File: config.mk
export PLATFORM = sky130hd
export DESIGN_NAME = ahb_lite_req_master
export DESIGN_NICKNAME = d
export VERILOG_FILES = /design/src/rtl/ahb_lite_req_master.sv
export SDC_FILE = /design/constraint.sdc
export NUM_CORES = 1
export LEC_CHECK = 0
export ABC_CLOCK_PERIOD_IN_PS = 3800
export CAP_MARGIN = 20
export CORE_ASPECT_RATIO = 1.75
export CORE_MARGIN = 4
export CORE_UTILIZATION = 45
export CTS_CLUSTER_DIAMETER = 40
export CTS_CLUSTER_SIZE = 30
export DETAILED_ROUTE_END_ITERATION = 12
export GPL_ROUTABILITY_DRIVEN = 1
export PLACE_DENSITY = 0.73
export SETUP_SLACK_MARGIN = 0.02
export SYNTH_ARGS = -nofsm -noshare
export SYNTH_HDL_FRONTEND = slang
export SYNTH_SLANG_ARGS = --single-unit
File: constraint.sdc
create_clock -name HCLK -period 3.8 [get_ports HCLK]
set_input_delay 0.76 -clock HCLK [delete_from_list [all_inputs] [get_ports HCLK]]
set_output_delay 0.76 -clock HCLK [all_outputs]
set_load 0.03 [all_outputs]
File: src/rtl/ahb_lite_req_master.sv
// AHB-Lite single-transfer master fed by a small request FIFO.
// One address phase then one data phase per request, never pipelined.
module ahb_lite_req_master #(
  parameter int ADDR_W     = 32,
  parameter int DATA_W     = 32,
  parameter int FIFO_DEPTH = 4
) (
  input  logic              HCLK,
  input  logic              HRESET,
  input  logic              req_valid,
  output logic              req_ready,
  input  logic [ADDR_W-1:0] req_addr,
  input  logic [DATA_W-1:0] req_wdata,
  input  logic              req_write,
  input  logic [2:0]        req_size,
  output logic              rsp_valid,
  output logic [DATA_W-1:0] rsp_rdata,
  output logic              rsp_err,
  output logic              busy,
  output logic [ADDR_W-1:0] HADDR,
  output logic [1:0]        HTRANS,
  output logic              HWRITE,
  output logic [2:0]        HSIZE,
  output logic [2:0]        HBURST,
  output logic [3:0]        HPROT,
  output logic              HMASTLOCK,
  output logic              HSEL,
  output logic [DATA_W-1:0] HWDATA,
  input  logic              HREADY,
  input  logic [DATA_W-1:0] HRDATA,
  input  logic              HRESP
);

  localparam int PW = $clog2(FIFO_DEPTH);
  localparam int CW = PW + 1;
  localparam logic [CW-1:0] FULL = CW'(FIFO_DEPTH);

  typedef enum logic [1:0] {
    IDLE,
    ADDR,
    DATA
  } state_t;

  state_t state;
  state_t state_n;

  logic [ADDR_W-1:0] f_addr  [FIFO_DEPTH];
  logic [DATA_W-1:0] f_wdata [FIFO_DEPTH];
  logic              f_write [FIFO_DEPTH];
  logic [2:0]        f_size  [FIFO_DEPTH];

  logic [PW-1:0]     wr_ptr;
  logic [PW-1:0]     rd_ptr;
  logic [CW-1:0]     count;
  logic              push;
  logic              pop;
  logic              done;
  logic [2:0]        head_size;
  logic [DATA_W-1:0] cmd_wdata;

  // Sizes above word are issued as word transfers.
  function automatic logic [2:0] clamp(input logic [2:0] s);
    return (s > 3'd2) ? 3'd2 : s;
  endfunction

  // Force the address onto the natural boundary of the transfer size.
  function automatic logic [ADDR_W-1:0] align(
    input logic [ADDR_W-1:0] a,
    input logic [2:0]        s
  );
    logic [ADDR_W-1:0] r;
    r = a;
    if (s == 3'd1) begin
      r[0] = 1'b0;
    end else if (s == 3'd2) begin
      r[1:0] = 2'b00;
    end
    return r;
  endfunction

  assign req_ready = (count != FULL);
  assign push      = req_valid && req_ready;
  assign head_size = clamp(f_size[rd_ptr]);
  assign done      = (state == DATA) && HREADY;
  assign busy      = (state != IDLE) || (count != '0);

  assign HTRANS    = (state == ADDR) ? 2'b10 : 2'b00;
  assign HSEL      = (state == ADDR);
  assign HBURST    = 3'b000;
  assign HPROT     = 4'b0011;
  assign HMASTLOCK = 1'b0;

  // FIFO storage; contents only matter between the pointers.
  always_ff @(posedge HCLK) begin
    if (push) begin
      f_addr[wr_ptr]  <= req_addr;
      f_wdata[wr_ptr] <= req_wdata;
      f_write[wr_ptr] <= req_write;
      f_size[wr_ptr]  <= req_size;
    end
  end

  // FIFO pointers and occupancy; push and pop may coincide.
  always_ff @(posedge HCLK) begin
    if (HRESET) begin
      wr_ptr <= '0;
      rd_ptr <= '0;
      count  <= '0;
    end else begin
      if (push) wr_ptr <= wr_ptr + PW'(1);
      if (pop)  rd_ptr <= rd_ptr + PW'(1);
      unique case ({push, pop})
        2'b10:   count <= count + CW'(1);
        2'b01:   count <= count - CW'(1);
        default: count <= count;
      endcase
    end
  end

  // Transfer state register.
  always_ff @(posedge HCLK) begin
    if (HRESET) begin
      state <= IDLE;
    end else begin
      state <= state_n;
    end
  end

  // Next state; a pop loads the command register on the IDLE exit.
  always_comb begin
    state_n = state;
    pop     = 1'b0;
    unique case (state)
      IDLE: begin
        if (count != '0) begin
          pop     = 1'b1;
          state_n = ADDR;
        end
      end
      ADDR: begin
        if (HREADY) state_n = DATA;
      end
      DATA: begin
        if (HREADY) state_n = IDLE;
      end
      default: state_n = IDLE;
    endcase
  end

  // Command register drives the address phase and holds between transfers.
  always_ff @(posedge HCLK) begin
    if (HRESET) begin
      HADDR     <= '0;
      HWRITE    <= 1'b0;
      HSIZE     <= '0;
      cmd_wdata <= '0;
    end else if (pop) begin
      HADDR     <= align(f_addr[rd_ptr], head_size);
      HWRITE    <= f_write[rd_ptr];
      HSIZE     <= head_size;
      cmd_wdata <= f_wdata[rd_ptr];
    end
  end

  // Write data is presented from the start of the data phase.
  always_ff @(posedge HCLK) begin
    if (HRESET) begin
      HWDATA <= '0;
    end else if ((state == ADDR) && HREADY) begin
      HWDATA <= cmd_wdata;
    end
  end

  // One-cycle completion pulse carrying the slave response.
  always_ff @(posedge HCLK) begin
    if (HRESET) begin
      rsp_valid <= 1'b0;
      rsp_err   <= 1'b0;
      rsp_rdata <= '0;
    end else begin
      rsp_valid <= done;
      if (done) begin
        rsp_err   <= HRESP;
        rsp_rdata <= HWRITE ? '0 : HRDATA;
      end
    end
  end

endmodule
==> flow_summary.json <==
{
  "status": "completed",
  "fin_cells": 1631,
  "synth_ff_type": "edfxtp_1",
  "fillers": 2678,
  "postSynth.asyncResetShare": 0,
  "max_freq_mhz": 339,
  "power.leakage_nw": 6.16,
  "numCtsBuffers": 31,
  "synthSimpleGateAreaFrac": 0.0523,
  "final_cell_mix": "edfxtp_1 (272), clkdlybuf4s50_1 (209), dfxtp_1 (142), a21oi_1 (104), nand2_1 (69)",
  "r2r-start": "count[2]",
  "worstMarginPinSlew_ns": 0.954,
  "syn_area_mm2": 0.0153,
  "core_mm2": 0.0336,
  "finalNetCount": 1262,
  "yosysSeqAreaShare": 0.726,
  "muxShareOfSynthArea": 0.102,
  "timing.rr.end": "count[2]",
  "grt_pass1_wl_mm": 51.2,
  "cts_resized": 0,
  "io_buffer_count": 210,
  "syn2layout_area_growth_pct": 23.6,
  "setup.worst_path.start_class": "flop",
  "peakVddDrop_mv": 0.521,
  "start_util": 0.454,
  "num_vias": 8710,
  "period_minus_slack_ns": 2.95,
  "cts_root_buf": "clkbuf_16",
  "cap_violations": 0,
  "slowest_stage": "clkdlybuf4s50_1",
  "synth-edff-count": 272,
  "crit_type": "flop to output port",
  "max-clock-path-buffers": 3,
  "rsz0062_at_grt": "no",
  "synth-seq-cells": 417,
  "route.detailed.drc": 0,
  "setup_ws_ns": 0.847,
  "reg2reg_setup_slack_ns": 1.44,
  "hold_depth": 2,
  "max-slew-margin-rel": 0.364,
  "cts-hold-fix-buffers": 0,
  "grt.total_usage": 0.175,
  "totalPowerFinal_mw": 12.7,
  "grt_max_degree": 78,
  "dpl.hpwl_mm": 21.9,
  "cts.sinks": 417,
  "maxSlewViolCount": 0,
  "drtPass1Iterations": 5,
  "pin_count": 220,
  "max_stage_delay_ns": 0.67,
  "grt_pass1_vias": 9011,
  "drt_iter0_markers": 450,
  "postCtsSetupBuffers": 0,
  "path_max_fanout": 10,
  "synth_top_family_by_area": "multiplexers",
  "die_y_um": 252,
  "syn_avg_cell_area_um2": 15.8,
  "hold-path-endpoint": "HWDATA[11]",
  "finalWirelength_mm": 32.9,
  "dp_worst_setup_slack_ns": 1.07,
  "critPathRequiredTime_ns": 3.04,
  "clk_pin_slew_worst_paths_ns": 0.08,
  "setup_tns_ns": 0,
  "hold_violations": 0,
  "crit_chain": "or3b_1 -> clkdlybuf4s50_1",
  "place.gp.congestion": 0.741,
  "postSynthCellCount": 963,
  "arrival_ns": 2.19,
  "antenna_found_initial": 1,
  "detail_route.vias_per_cell": 5.34,
  "ff2ff_path_depth": 8,
  "routedWlPerCell_um": 20.2,
  "setup_violations": 0,
  "synth_compound_area_frac": 0.0800,
  "final_common_cell": "edfxtp_1",
  "ys_types": 42,
  "power_density_mw_per_mm2": 671,
  "htree_levels": 1,
  "placed_cells": 1572,
  "synth-xor-area-share": 0.00115,
  "row_count": 89,
  "synth_warnings": 0,
  "hold_start": "HWDATA[11]",
  "clk_latency_ns": 0.58,
  "endpoint_kind": "output port",
  "die_area_mm2": 0.0370,
  "hold_path_class": "flop to flop",
  "die_w_um": 147,
  "antenna_left": 0,
  "synthAdderAreaFrac": 0.00541,
  "layout-drive-gt1-share": 0.129,
  "clock_skew_ns": 0.0131,
  "cts_tree": "done",
  "fin_crit_sh": 0.777,
  "grt.overflow.total": 0
}
-- worst max path at each step --
stage	from	end	depth (start not counted)
2_1_floorplan	req_valid	f_addr[0][0]	2
3_3_place_gp	req_valid	count[2]	8
3_5_place_dp	req_valid	count[2]	8
4_1_cts	count[2]	req_ready	2
5_1_grt	count[2]	req_ready	2
6_report	count[2]	req_ready	2
-- power by group --
part	switching, mW	total, mW	internal [mW]
Sequential	0.380	5.86	5.48
Combinational	1.91	3.20	1.29
Clock	1.74	3.60	1.85
-- state kept, by name (all words and copies together), names as in the netlist, named ones only --
name	flops
HADDR	32
HSIZE	3
HWDATA	32
HWRITE	1
cmd_wdata	32
count	3
f_addr	128
f_size	12
f_wdata	128
f_write	4
rd_ptr	2
rsp_err	1
rsp_rdata	32
rsp_valid	1
state	2
wr_ptr	2
-- worst max-delay path: cells and delay by family (launching register included) --
kind | cells | cell delay [ns]
AND/OR/NAND/NOR | 1 | 0.53
flip-flops | 1 | 0.42
buffers and inverters | 1 | 0.67
-- layout make-up --
type | instances | area, µm² | share of cell area
sequential | 417 | 11100 | 0.587
multi-input combinational | 463 | 3740 | 0.198
timing repair buffer | 230 | 2290 | 0.122
antenna | 1 | 2.50 | 0.000133
clock inverter | 24 | 358 | 0.0190
clock buffer | 33 | 793 | 0.0421
tap | 455 | 569 | 0.0302
inverter | 8 | 30.0 | 0.00159
-- metal layers --
metal	vias up	track usage	part of all wire
met5	-	0	0
met1	4360	0.206	0.37
met4	0	0.0467	0.020
met2	265	0.334	0.55
met3	36	0.0255	0.055
li1	4049	-	-
-- cell usage after synthesis (all sizes together), types with 5 or more instances --
| cell type | n | area share |
|---|---|---|
| ha | 5 | 0.0041 |
| inv | 8 | 0.0020 |
| nand3 | 66 | 0.022 |
| a22o | 32 | 0.018 |
| edfxtp | 272 | 0.54 |
| nor2 | 8 | 0.0020 |
| mux4 | 67 | 0.10 |
| buf | 58 | 0.025 |
| a21oi | 104 | 0.034 |
| or2 | 5 | 0.0021 |
| dfxtp | 145 | 0.19 |
| clkbuf | 24 | 0.0059 |
| o21ai | 65 | 0.021 |
| and3 | 5 | 0.0021 |
| nand2 | 69 | 0.017 |
-- metrics by stage --
| stage | area (µm²) | hold slack [ns] | util |
|---|---|---|---|
| final | 18900 | 0.455 | 0.561 |
| after global routing | 18900 | 0.475 | 0.561 |
| after CTS | 18800 | 0.455 | 0.560 |
| after detailed placement | 17700 | 0.446 | 0.526 |
| after global placement | 17700 | 0.441 | 0.526 |
| after floorplan | 15300 | 0.428 | - |
-- cells by family after synthesis --
family                   Yosys count
other                              2
AND/OR/NAND/NOR                  166
XOR/XNOR                           2
buffers and inverters             90
adder cells (fa/ha/maj)            6
AO/OA/AOI/OAI                    212
flip-flops                       417
multiplexers                      68
(Power assumes the default switching activity.)
